[config.mk]
export PLATFORM = sky130hd
export DESIGN_NAME = power_kernel_pipe
export DESIGN_NICKNAME = d
export VERILOG_FILES = /design/src/rtl/power_kernel_pkg.sv /design/src/rtl/power_kernel_cell.sv /design/src/rtl/power_kernel_pipe.sv
export SDC_FILE = /design/constraint.sdc
export NUM_CORES = 1
export LEC_CHECK = 0
export ABC_AREA = 1
export BUFFER_PORTS_ARGS = -buffer_cell sky130_fd_sc_hd__buf_2
export CAP_MARGIN = 5
export CORE_MARGIN = 2
export CORE_UTILIZATION = 37
export DETAILED_ROUTE_END_ITERATION = 12
export PLACE_DENSITY = 0.78
export REMOVE_ABC_BUFFERS = 1
export SLEW_MARGIN = 20
export SYNTH_ARGS = -nofsm -noshare
export SYNTH_HDL_FRONTEND = slang
export SYNTH_SLANG_ARGS = --single-unit
[constraint.sdc]
create_clock -name clk -period 0.8 [get_ports clk]
set_input_delay 0.16 -clock clk [delete_from_list [all_inputs] [get_ports clk]]
set_output_delay 0.16 -clock clk [all_outputs]
set_load 0.02 [all_outputs]
[src/rtl/power_kernel_pkg.sv]
// Shared types and helpers for the power_kernel_pipe slice: monitor FSM states,
// the 4-input kernel, popcount and the sample-counter width.
package power_kernel_pkg;

  typedef enum logic [1:0] {StIdle, StAccum, StDump} mon_state_e;

  localparam int unsigned MaxCh = 64;

  function automatic logic kernel(input logic a, input logic b, input logic c, input logic d);
    return ~b & c & ~((~a & d) ^ (c & d));
  endfunction

  function automatic logic [6:0] popcount(input logic [MaxCh-1:0] v);
    logic [6:0] n;
    n = '0;
    for (int i = 0; i < MaxCh; i++) begin
      n = n + 7'(v[i]);
    end
    return n;
  endfunction

  // Wide enough to hold the value WIN itself.
  function automatic int unsigned samp_w(input int unsigned win);
    return $clog2(win + 1);
  endfunction

endpackage

[src/rtl/power_kernel_cell.sv]
// Combinational single-channel power-benchmark kernel.
module power_kernel_cell
  import power_kernel_pkg::*;
(
  input  logic a_i,
  input  logic b_i,
  input  logic c_i,
  input  logic d_i,
  output logic y_o
);

  assign y_o = kernel(a_i, b_i, c_i, d_i);

endmodule

[src/rtl/power_kernel_pipe.sv]
// Two-stage multi-channel kernel pipeline with an optional per-window toggle
// monitor, built only when POWER_KERNEL_ACTIVITY_EN is defined.
module power_kernel_pipe
  import power_kernel_pkg::*;
#(
  parameter int unsigned CH    = 4,
  parameter int unsigned WIN   = 256,
  parameter int unsigned CNT_W = 16
) (
  input  logic             clk,
  input  logic             rst,
  input  logic             clr,
  input  logic             in_valid,
  input  logic [CH-1:0]    a,
  input  logic [CH-1:0]    b,
  input  logic [CH-1:0]    c,
  input  logic [CH-1:0]    d,
  output logic             out_valid,
  output logic [CH-1:0]    y,
  output logic             win_valid,
  output logic [CNT_W-1:0] win_count
);

  logic          v1_q, v1_d;
  logic [CH-1:0] a1_q, a1_d, b1_q, b1_d, c1_q, c1_d, d1_q, d1_d;
  logic [CH-1:0] y_k;
  logic          out_valid_q, out_valid_d;
  logic [CH-1:0] y_q, y_d;

  for (genvar i = 0; i < CH; i++) begin : g_cell
    power_kernel_cell u_cell (
      .a_i(a1_q[i]),
      .b_i(b1_q[i]),
      .c_i(c1_q[i]),
      .d_i(d1_q[i]),
      .y_o(y_k[i])
    );
  end

  always_comb begin
    v1_d        = in_valid;
    a1_d        = a;
    b1_d        = b;
    c1_d        = c;
    d1_d        = d;
    out_valid_d = v1_q;
    y_d         = y_k;
  end

  always_ff @(posedge clk or posedge rst) begin
    if (rst) begin
      v1_q        <= 1'b0;
      a1_q        <= '0;
      b1_q        <= '0;
      c1_q        <= '0;
      d1_q        <= '0;
      out_valid_q <= 1'b0;
      y_q         <= '0;
    end else begin
      v1_q        <= v1_d;
      a1_q        <= a1_d;
      b1_q        <= b1_d;
      c1_q        <= c1_d;
      d1_q        <= d1_d;
      out_valid_q <= out_valid_d;
      y_q         <= y_d;
    end
  end

  assign out_valid = out_valid_q;
  assign y         = y_q;

`ifdef POWER_KERNEL_ACTIVITY_EN
  localparam int unsigned IW = $clog2(CH + 1);
  localparam int unsigned SW = samp_w(WIN);
  localparam int unsigned AW = ((CNT_W > IW) ? CNT_W : IW) + 1;
  localparam logic [CNT_W-1:0] AccMax = '1;

  mon_state_e       state_q, state_d;
  logic [CNT_W-1:0] acc_q, acc_d, acc_base, acc_sat;
  logic [SW-1:0]    samples_q, samples_d, samples_inc;
  logic [CH-1:0]    ref_q, ref_d;
  logic             win_valid_q, win_valid_d;
  logic [CNT_W-1:0] win_count_q, win_count_d;
  logic [IW-1:0]    inc;
  logic [AW-1:0]    sum;

  always_comb begin
    state_d     = state_q;
    acc_d       = acc_q;
    samples_d   = samples_q;
    ref_d       = ref_q;
    win_valid_d = 1'b0;
    win_count_d = win_count_q;

    inc         = IW'(popcount(MaxCh'(y_q ^ ref_q)));
    // A result arriving during DUMP opens the next window from zero.
    acc_base    = (state_q == StDump) ? '0 : acc_q;
    sum         = AW'(acc_base) + AW'(inc);
    acc_sat     = (sum > AW'(AccMax)) ? AccMax : sum[CNT_W-1:0];
    samples_inc = samples_q + SW'(1);

    case (state_q)
      StIdle: begin
        if (out_valid_q) begin
          ref_d     = y_q;
          acc_d     = '0;
          samples_d = SW'(1);
          state_d   = StAccum;
        end
      end
      StAccum: begin
        if (out_valid_q) begin
          ref_d     = y_q;
          acc_d     = acc_sat;
          samples_d = samples_inc;
          if (samples_inc == SW'(WIN)) begin
            state_d = StDump;
          end
        end
      end
      StDump: begin
        state_d = StAccum;
        if (out_valid_q) begin
          ref_d     = y_q;
          acc_d     = acc_sat;
          samples_d = SW'(1);
        end else begin
          acc_d     = '0;
          samples_d = '0;
        end
      end
      default: state_d = StIdle;
    endcase

    if (state_d == StDump) begin
      win_valid_d = 1'b1;
      win_count_d = acc_d;
    end

    if (clr) begin
      state_d     = StIdle;
      acc_d       = '0;
      samples_d   = '0;
      ref_d       = '0;
      win_valid_d = 1'b0;
      win_count_d = '0;
    end
  end

  always_ff @(posedge clk or posedge rst) begin
    if (rst) begin
      state_q     <= StIdle;
      acc_q       <= '0;
      samples_q   <= '0;
      ref_q       <= '0;
      win_valid_q <= 1'b0;
      win_count_q <= '0;
    end else begin
      state_q     <= state_d;
      acc_q       <= acc_d;
      samples_q   <= samples_d;
      ref_q       <= ref_d;
      win_valid_q <= win_valid_d;
      win_count_q <= win_count_d;
    end
  end

  assign win_valid = win_valid_q;
  assign win_count = win_count_q;
`else
  logic unused_clr;
  assign unused_clr = clr;
  assign win_valid  = 1'b0;
  assign win_count  = '0;
`endif

endmodule

==> results of run 1 <==
## how the worst max path moves through the flow
stage,end,start,slack (ns),cells past startpoint
global placement,out_valid,out_valid,0.15,1
global route,y[3],y[3],-0.23,1
CTS,y[0],y[0],-0.20,1
detailed placement,y[0],y[0],0.14,1
floorplan,out_valid,out_valid,0.22,0
finish,out_valid,out_valid,-0.20,1
## per-stage QoR
stage	area, sq um	setup TNS [ns]	util, %	power (uW)	worst slack (ns)
after detailed placement	850	0	43.8	1390	0.140
final	1100	-0.903	56.5	2050	-0.196
after global placement	850	0	43.8	1380	0.153
after floorplan	693	0	-	1320	0.224
after global routing	1100	-1.10	56.5	2140	-0.233
after CTS	1100	-0.961	56.5	2060	-0.199
## flip-flops by register name (all words and copies together) (netlist names)
name and flops:
y 4, out_valid 1, d1_q 4, out_valid_d 1
a1_q 4, b1_q 4, c1_q 4
## power breakdown
part	internal [uW]	total, uW	switching (uW)
combinational	124	273	148
sequential	1170	1180	16.9
clock	278	593	315
## repair_timing
item | in CTS | in global routing
hold buffers | 18 | 0
endpoints found under the setup margin | 5 | 5
pin swaps | 0 | 0
gates resized for setup | 10 | 0
hold endpoints to repair | 39 | 0
## layout by cell type (no fill, tap or decap), drive strengths merged
cell type and count:
clkbuf 4, nor2 4, conb 17, dlygate4sd3 18, dfrtp 22, nand2 8, inv 9, buf 24
## layout make-up
cell class,instances,area (sq um)
sequential,22,551
inverter,9,33.8
clock buffer,4,36.3
timing repair buffer,42,334
multi-input combinational,29,109
fill,169,845
tap,27,33.8
## logic make-up after synthesis
kind of cell	Yosys count	share of synthesized area (%)
buffers and inverters	26	21.2
flip-flops	22	72.4
other	1	0.493
AND/OR/NAND/NOR	12	5.92
## layer usage
metal	wire, um	vias to the layer above
li1	-	228
met1	379	217
met2	673	32
met3	93	4
met4	23	0
met5	0	-
==> impl_metrics.yaml, run 1 <==
timing:
  min_period_ns: 0.996
  whs_ns: 0.369
  setup_slack_ns: -0.196
  drv_slew: 0
  hold_violations: 0
  fmaxAchievable_mhz: 1000
  report.final.setup_viol: 5
  fin_skew_ns: 0.000641
  rsz0062_at_grt: "true"
  fin_crit_sh_pct: 124
critical_path:
  worstSetupPathType: "reg2out"
  ff2ff_setup_slack_ns: 0.18
  critPathArrivalTime_ns: 0.84
  cp_max_fo: 1
  critPathLaunchType: "flop"
  slowest_stage: "dfrtp_1"
  r2r_end: "y[1]"
  crit_family: "flip-flops"
  crit_buf_inv: 1
  crit_path_end_kind: "output port"
  crit_required_ns: 0.64
  critPathMaxStageDelay_ns: 0.40
  r2r-start: "b1_q[1]"
  reg2regPathDepth: 3
  crit_chain: "buf_6"
min_path:
  hp-start: "out_valid_d"
  min_delay_path_depth: 0
  min_path_type: "reg2reg"
  whs_endpoint: "out_valid"
floorplan:
  rows: 16
  die_w_um: 49.3
  die_h_um: 49.3
  start_util_pct: 39.2
  core_area_sq_um: 1940
  die_area_sq_um: 2430
  ios: 42
pwr:
  pwr_density_cell_nw_per_um2: 1870
  p_leak_uw: 0.000603
  ir_worst_vdd_v: 0.00143
grt:
  overflow: 0
  grt.total_usage_pct: 11.4
  grt_pass1_wl_mm: 1.99
  antenna_found_initial: 0
  grtUsageMet3_pct: 2.15
  use_met1_pct: 9.62
  grt_pass1_vias: 473
  top_usage_layer: "met2"
  grt_max_degree: 23
  grt_use_met2_pct: 22.7
yosys:
  synth_cells: 61
  synth_top_area_share_pct: 72.4
  yosysMostFrequentCell: "dfrtp_1"
  ys_types: 6
  avgSynthCellArea_sq_um: 12.5
  ys_top_cells_by_area: "dfrtp_1 (72%), buf_4 (17%), inv_1 (4.4%), nand2_1 (3.9%), nor2_1 (2.0%)"
  synth_top_area_cell: "dfrtp_1"
  ys_ff_latch: 22
  synth_ff_type: "dfrtp_1"
  synth_warnings: 0
  netlist_area_sq_um: 761
  yosys-top-cells-count: "dfrtp_1 (22), buf_4 (17), inv_1 (9)"
  synth_enable_flop_cells: 0
  synthArstFlopShare_pct: 100
  yosysSeqAreaShare_pct: 72.4
clocking:
  cts_max_level: 1
  cts_setup_buffers: 0
  tritoncts: "yes"
  cts_buffer_depth: 2
  path_clk_slew_ns: 0.12
  clk_latency_ns: 0.30
  clock_sinks: 22
  cts_made_buffers: 3
  cts_root_buf: "clkbuf_4"
route:
  first_pass_iters: 2
  wl_per_cell_um: 8.79
  drc: 0
  routed_via_density: 3.62
  wl_mm: 1.17
  first_iter_violations: 1
  dr_total_vias: 481
  ant_nets: 0
cells_and_area:
  nets: 127
  drive_gt1_share_pct: 26.4
  antenna_cells: 0
  final_cells: 133
  synthToLayoutAreaGrowth_pct: 44.2
placement:
  dpl.hpwl_um: 680
  dpl.cell_count: 111
  place.gp.congestion: 0.638
  io_buffer_count: 23
status:
  violations: "negative setup slack"
  status: "finished with violations"
flow_run:
  cap_violations: 0
Note: power is estimated with default switching activity, not from simulation.
==> run 2, diff against run 1 <==
--- a/config.mk
+++ b/config.mk
@@ -10,6 +10,7 @@
 export CAP_MARGIN = 5
 export CORE_MARGIN = 2
 export CORE_UTILIZATION = 37
+export CTS_BUF_LIST = sky130_fd_sc_hd__clkbuf_16
 export DETAILED_ROUTE_END_ITERATION = 12
 export PLACE_DENSITY = 0.78
 export REMOVE_ABC_BUFFERS = 1
==> run 2 against run 1 <==
  * Non-clock buffer count down 17
  * Global-route usage down 2.9 points
  * Highest routed layer is now met3
  * Largest power group unchanged
  * Flip-flop and latch count unchanged
  * Combinational power down 25%
  * Critical path type unchanged
  * Clock power up 69%
  * The flow still finishes with violations (negative setup slack)
==> impl_metrics.yaml, run 2 (synthesized netlist as in run 1, its figures left out) <==
critical_path:
  cp_max_fo: 1
  crit_buf_inv: 1
  critPathArrivalTime_ns: 0.76
  critPathMaxStageDelay_ns: 0.38
  crit_required_ns: 0.64
  crit_chain: "buf_6"
  slowest_stage: "dfrtp_1"
  crit_family: "flip-flops"
  worstSetupPathType: "reg2out"
  critPathLaunchType: "flop"
  reg2regPathDepth: 3
  path_depth: 1
  crit_path_end_kind: "output port"
floorplan:
  die_w_um: 49.3
  ios: 42
  die_area_sq_um: 2430
  rows: 16
  start_util_pct: 39.2
  die_h_um: 49.3
  core_area_sq_um: 1940
cells_and_area:
  nets: 110
  antenna_cells: 0
  final_cells: 116
  synthToLayoutAreaGrowth_pct: 27.5
  fillers: 188
  drive_gt1_share_pct: 30.3
  final_cell_mix: "dfrtp_1 (22), buf_2 (18), conb_1 (17)"
  final_common_cell: "dfrtp_1"
placement:
  place.gp.congestion: 0.638
  dpl.hpwl_um: 680
  io_buffer_count: 23
  dpl.cell_count: 111
status:
  status: "finished with violations"
  violations: "negative setup slack"
route:
  ant_nets: 0
  first_iter_violations: 0
  wl_per_cell_um: 7.83
  dr_total_vias: 418
  wl_um: 908
  routed_via_density: 3.60
  first_pass_iters: 1
  drc: 0
timing:
  report.final.setup_viol: 5
  setup_slack_ns: -0.119
  min_period_ns: 0.919
  tns_ns: -0.543
  whs_ns: 0.0157
  fin_crit_sh_pct: 115
  hold_violations: 0
  drv_slew: 0
  fin_skew_ns: 0.000727
  rsz0062_at_grt: "true"
  fmaxAchievable_mhz: 1090
grt:
  grt_use_met2_pct: 16.0
  grt_pass1_wl_mm: 1.53
  use_met1_pct: 8.06
  overflow: 0
  grtUsageMet3_pct: 3.07
  antenna_found_initial: 0
  top_usage_layer: "met2"
  grt.total_usage_pct: 8.56
  grt_pass1_vias: 396
  grt_max_degree: 23
pwr:
  ir_worst_vdd_v: 0.00166
  finalPower_uw: 2390
  p_leak_uw: 0.000549
  pwr_density_cell_nw_per_um2: 2470
flow_run:
  cap_violations: 0
min_path:
  min_path_type: "in2reg"
  min_delay_path_depth: 1
clocking:
  clk_latency_ns: 0.25
  cts_setup_buffers: 0
  cts_made_buffers: 3
  cts_buffer_depth: 2
  cts_max_level: 1
  clock_sinks: 22
  cts_root_buf: "clkbuf_16"
  path_clk_slew_ns: 0.05
  tritoncts: "yes"
run 2: per-layer routing:
metal | part of all wire (%) | wire length (um) | vias to the layer above
met2 | 59 | 538 | 30
met5 | 0 | 0 | -
met4 | 0 | 0 | 0
met3 | 11 | 101 | 0
li1 | - | - | 196
met1 | 29 | 267 | 192
run 2: worst reg2reg max path, stage by stage, from the launching register on:
cell and delay, ns:
dfrtp_1 0.36, inv_1 0.05, nand2_1 0.04, nor2_1 0.09
run 2: area by class of cell:
type,count,area [sq um],share of cell area [%]
clock buffers,3,75.1,7.74
flip-flops and latches,22,551,56.8
inverters,9,33.8,3.48
well taps,27,33.8,3.48
clock inverters,1,3.75,0.387
multi-input cells,29,109,11.2
repair buffers,25,164,16.9
run 2: metrics by stage:
stage	utilization (%)	cell area, sq um	setup WS, ns
2_1_floorplan	-	693	0.224
6_report	49.9	970	-0.119
3_5_place_dp	43.8	850	0.140
5_1_grt	49.9	970	-0.142
4_1_cts	49.9	970	-0.123
3_3_place_gp	43.8	850	0.153
run 2: path summary, 6_finish.rpt:
check | slack, ns | startpoint | to
max | -0.12 | out_valid | out_valid
min | 0.02 | d[3] | d1_q[3]
max reg2reg | 0.19 | b1_q[1] | y[1]
min reg2reg | 0.35 | out_valid_d | out_valid
max in group asynchronous | 0.11 | rst | y[2]
min in group asynchronous | 0.47 | rst | c1_q[1]
run 2: timing repair:
action,CTS,global route
resized for setup,10,0
pin swaps,0,0
endpoints found under the hold margin,22,0
endpoints found under the setup margin,5,5
hold buffers,1,0
run 2: power by group:
group          leakage (uW)  switching (uW)  internal [uW]  total, uW
Combinational      0.000248             135           70.3        205
Clock             0.0000385             337            664       1000
Sequential         0.000262            17.2           1170       1190
Total              0.000549             490           1900       2390
